<file path="src/rtl/mem_arbiter.sv">
// Two-port round-robin arbiter and sequencer for a single-port synchronous memory
// with registered read. Supports bounded lock ownership for read-modify-write sequences.
module mem_arbiter #(
    parameter int unsigned bits     = 32,
    parameter int unsigned width    = 32,
    parameter int unsigned max_lock = 8
) (
    input  logic             clk,
    input  logic             rst,
    input  logic             req0,
    input  logic             wen0,
    input  logic             lock0,
    input  logic [bits-1:0]  adr0,
    input  logic [width-1:0] din0,
    output logic             gnt0,
    output logic             rvalid0,
    output logic [width-1:0] dout0,
    input  logic             req1,
    input  logic             wen1,
    input  logic             lock1,
    input  logic [bits-1:0]  adr1,
    input  logic [width-1:0] din1,
    output logic             gnt1,
    output logic             rvalid1,
    output logic [width-1:0] dout1,
    output logic             mem_wen,
    output logic             mem_ren,
    output logic [bits-1:0]  mem_adr,
    output logic [width-1:0] mem_din,
    input  logic [width-1:0] mem_dout
);

    localparam int unsigned CW = $clog2(max_lock + 1);
    localparam logic [CW-1:0] MAXC = CW'(max_lock);

    typedef enum logic [1:0] {
        IDLE,
        OWN0,
        OWN1
    } state_t;

    state_t        state_q, state_d;
    logic          prio_q, prio_d;
    logic [CW-1:0] cnt_q, cnt_d;
    logic          rvalid0_q, rvalid1_q;
    logic          g0, g1;
    logic          hold;
    logic          arb_prio;

    always_ff @(posedge clk or posedge rst) begin
        if (rst) begin
            state_q   <= IDLE;
            prio_q    <= 1'b0;
            cnt_q     <= '0;
            rvalid0_q <= 1'b0;
            rvalid1_q <= 1'b0;
        end else begin
            state_q   <= state_d;
            prio_q    <= prio_d;
            cnt_q     <= cnt_d;
            rvalid0_q <= gnt0 & ~wen0;
            rvalid1_q <= gnt1 & ~wen1;
        end
    end

    always_comb begin
        state_d  = state_q;
        prio_d   = prio_q;
        cnt_d    = cnt_q;
        g0       = 1'b0;
        g1       = 1'b0;
        hold     = 1'b0;
        arb_prio = prio_q;

        // Ownership is kept only while the owner holds lock and the budget is not
        // exhausted under contention; otherwise the other port gets first pick.
        case (state_q)
            OWN0: begin
                if (lock0 && !(cnt_q == MAXC && req1)) begin
                    hold = 1'b1;
                    g0   = req0;
                end else begin
                    arb_prio = 1'b1;
                end
            end
            OWN1: begin
                if (lock1 && !(cnt_q == MAXC && req0)) begin
                    hold = 1'b1;
                    g1   = req1;
                end else begin
                    arb_prio = 1'b0;
                end
            end
            default: ;
        endcase

        if (hold) begin
            if (cnt_q != MAXC) begin
                cnt_d = cnt_q + CW'(1);
            end
            if (g0) begin
                prio_d = 1'b1;
            end
            if (g1) begin
                prio_d = 1'b0;
            end
        end else begin
            if (req0 && req1) begin
                g0 = ~arb_prio;
                g1 = arb_prio;
            end else begin
                g0 = req0;
                g1 = req1;
            end
            state_d = IDLE;
            cnt_d   = '0;
            if (g0) begin
                prio_d = 1'b1;
                if (lock0) begin
                    state_d = OWN0;
                    cnt_d   = CW'(1);
                end
            end
            if (g1) begin
                prio_d = 1'b0;
                if (lock1) begin
                    state_d = OWN1;
                    cnt_d   = CW'(1);
                end
            end
        end
    end

    assign gnt0 = g0 & ~rst;
    assign gnt1 = g1 & ~rst;

    always_comb begin
        mem_wen = 1'b0;
        mem_ren = 1'b0;
        mem_adr = '0;
        mem_din = '0;
        if (gnt0) begin
            mem_wen = wen0;
            mem_ren = ~wen0;
            mem_adr = adr0;
            mem_din = din0;
        end else if (gnt1) begin
            mem_wen = wen1;
            mem_ren = ~wen1;
            mem_adr = adr1;
            mem_din = din1;
        end
    end

    assign rvalid0 = rvalid0_q;
    assign rvalid1 = rvalid1_q;
    assign dout0   = mem_dout;
    assign dout1   = mem_dout;

endmodule
</file>
<file path="config.mk">
export PLATFORM = sky130hd
export DESIGN_NAME = mem_arbiter
export DESIGN_NICKNAME = d
export VERILOG_FILES = /design/src/rtl/mem_arbiter.sv
export SDC_FILE = /design/constraint.sdc
export NUM_CORES = 1
export LEC_CHECK = 0
export ABC_AREA = 1
export BUFFER_PORTS_ARGS = -buffer_cell sky130_fd_sc_hd__buf_2
export CAP_MARGIN = 15
export CORE_AREA = 4 4 116 118
export DETAILED_ROUTE_END_ITERATION = 8
export DIE_AREA = 0 0 120 122
export PLACE_DENSITY = 0.63
export SLEW_MARGIN = 20
export SYNTH_ARGS = -nofsm -noshare
export SYNTH_HDL_FRONTEND = slang
export SYNTH_SLANG_ARGS = --single-unit
</file>
<file path="constraint.sdc">
create_clock -name clk -period 3.8 [get_ports clk]
set_clock_uncertainty 0.15 [all_clocks]
set_input_delay 0.95 -clock clk [delete_from_list [all_inputs] [get_ports clk]]
set_output_delay 0.95 -clock clk [all_outputs]
set_load 0.005 [all_outputs]
</file>
==> flow_summary.json <==
{
  "outcome": "completed",
  "hold_viol_final": 0,
  "ys.flop_type": "dfrtp_1",
  "clk_pin_slew_ps": 40,
  "antenna_found_initial": 0,
  "ctsHoldBuffers": 0,
  "power.total_uw": 817,
  "critPathMaxFanout": 40,
  "path_depth": 11,
  "yosysTopAreaCellShare": 0.253,
  "wl_per_cell_um": 12.3,
  "cp_slowest_cell": "o21ai_0",
  "min_path_cells": 2,
  "reg2reg_depth": 12,
  "overflow": 0,
  "dieArea_sq_um": 14600,
  "crit_chain": "buf_2, nand4_1, nand2_1, nand2_1, nand2_2, inv_1, nand2_1, nand3_2, buf_12, o21ai_0, buf_2",
  "synth-simple-area-share": 0.327,
  "synth_seq_cells": 9,
  "drc": 0,
  "yosys_warnings": 0,
  "async_flop_share": 1.00,
  "post_cts_buffers": 0,
  "ys_seq_area_frac": 0.103,
  "min_from": "prio_q",
  "syn_area_sq_um": 2180,
  "num_vias": 2662,
  "fp.dieH_um": 122,
  "worstHoldPathType": "reg -> reg",
  "cts_buffer_depth": 2,
  "vdd_drop_max_mv": 0.199,
  "drive_gt1_frac": 0.489,
  "synth.avg_cell_area_sq_um": 5.92,
  "clock_sinks": 9,
  "maxCapViolations": 0,
  "start_kind": "input pin",
  "vias_per_cell": 3.97,
  "synth_top_area_cell": "nand2_1",
  "yosys.area_share.adder": 0.0230,
  "final_nets": 672,
  "crit_buf_inv": 4,
  "maxSlewHeadroom": 0.811,
  "reg2reg_to": "rvalid0",
  "clockRootBuffer": "clkbuf_16",
  "r2r_start": "cnt_q[0]",
  "cp.required_ps": 2700,
  "cts_tree": "built",
  "htree_levels": 1,
  "port_buffers": 205,
  "crit_type": "in -> out",
  "timing.fmax_ghz": 0.280,
  "yosys.cell_types.count": 23,
  "endpoint_kind": "output port",
  "first_pass_iters": 4,
  "totalWireLength_mm": 8.24,
  "tightest_slew_ps": 284,
  "synth.area.top_cells": "nand2_1, buf_4, dfrtp_1, o21ai_2, o21ai_1",
  "area_delta_synth_final_pct": 34.7,
  "ant_nets": 0,
  "diodes": 0,
  "post-route-period-util": 0.940,
  "synth_fp_nets": 540,
  "drv_slew": 0,
  "cpLargestDelayFamily": "simple AND/OR/NAND/NOR gates",
  "finalSetupViolations": 0,
  "dp_hpwl_mm": 6.92,
  "globalRouteTotalUtil": 0.0989,
  "synth-edff-count": 0,
  "synth_top_family_by_area": "buffers and inverters",
  "cp_data_arrival_time_ps": 2470,
  "r2r_slack_ps": 1720,
  "cp_common_cell": "nand2_1",
  "synth_common_cells": "nand2_1, buf_4, o21ai_1, inv_1",
  "leakagePower_uw": 0.00177,
  "powerDensity_nw_per_um2": 278,
  "layout_setup_ws_ps": 228,
  "synthXorXnorAreaFrac": 0.00402,
  "crit_path_end": "mem_adr[16]",
  "post_synth_mux_area_share": 0,
  "core_sq_um": 12500,
  "grt_pass1_vias": 2361,
  "place.gp.congestion": 0.881,
  "grt_max_degree": 69,
  "rsz0062_at_grt": "no",
  "fp.dieW_um": 120,
  "clock_latency_ps": 230,
  "ctsResizeCount": 0,
  "syn_inst": 368,
  "std_cell_rows": 41,
  "period_needed_ps": 3570,
  "yosysMostFrequentCell": "nand2_1",
  "grt_pass1_wl_mm": 11.9,
  "nFillCells": 1454,
  "cp_slowest_stage_delay_ps": 220,
  "synth_compound_area_frac": 0.201,
  "initial_core_util": 0.175,
  "pin_count": 302,
  "drt_iter0_drc": 80,
  "cts_buffers": 3,
  "startpoint": "req0",
  "finalSetupTns_ps": 0,
  "place_ws_ps": 236
}
[kinds of logic after synthesis]
kind of cell,Yosys count
buffers and inverters,108
adders and majority gates,4
and+or+nand+nor,174
DFF,9
AOI/OAI and AO/OA,72
xor gates and xnor gates,1
[worst min-delay path by stage]
stage	end	slack, ps
CTS	prio_q	410
finish	prio_q	410
floorplan	prio_q	350
global placement	prio_q	400
detailed placement	prio_q	410
global route	prio_q	450
[cell type report]
class | instances | area (sq um) | area share
well taps | 172 | 215 | 0.0733
multi-input cells | 251 | 1210 | 0.412
inverters | 22 | 82.6 | 0.0281
clock inverters | 1 | 5.00 | 0.00171
clock buffers | 3 | 75.1 | 0.0256
flip-flops and latches | 9 | 225 | 0.0767
repair buffers | 213 | 1120 | 0.383
[state kept, by name, summed over array words and instances, names as in the netlist]
name	flops
rvalid1	1
prio_q	1
cnt_q	4
rvalid0	1
state_q	2
[power by group]
group / switching (uW) / leakage (uW) / internal [uW]
clock network: 43.3 / 0.0000409 / 138
registers: 5.35 / 0.000119 / 108
logic: 291 / 0.00161 / 231
total: 339 / 0.00177 / 477
[metrics by stage]
stage	utilization	cells	instance area, sq um	hold WS, ps
after global routing	0.235	671	2940	448
after CTS	0.235	671	2940	414
after global placement	0.229	667	2860	404
after floorplan	-	368	2180	354
final	0.235	671	2940	409
after detailed placement	0.229	667	2860	406
[placed cells by master (no fill, tap or decap), drive strengths merged]
cell and n:
inv 22, xor2 1, o21ai 69, nand2 150, a21boi 1, buf 213, nand4 7, clkbuf 3
nor2 5, nor4 1, a21oi 2, nand3 11, dfrtp 9, ha 4, clkinv 1
[per-layer routing]
| layer | share of wire | track usage |
|---|---|---|
| met3 | 0.14 | 0.0478 |
| met1 | 0.36 | 0.107 |
| met4 | 0.018 | 0.0279 |
| met2 | 0.48 | 0.172 |
| met5 | 0 | 0 |
[worst reg2reg max path: stages, from the launching register on]
cell and delay, ps:
dfrtp_1 390, inv_1 90, ha_1 210, nand4_1 160
nand2_1 90, nand2_1 50, nand2_1 70, nand2_2 100
nand2_1 90, nand2_1 60, nand2_2 120, buf_4 280
nor2_1 90
Note: power is estimated with default switching activity, not from simulation.
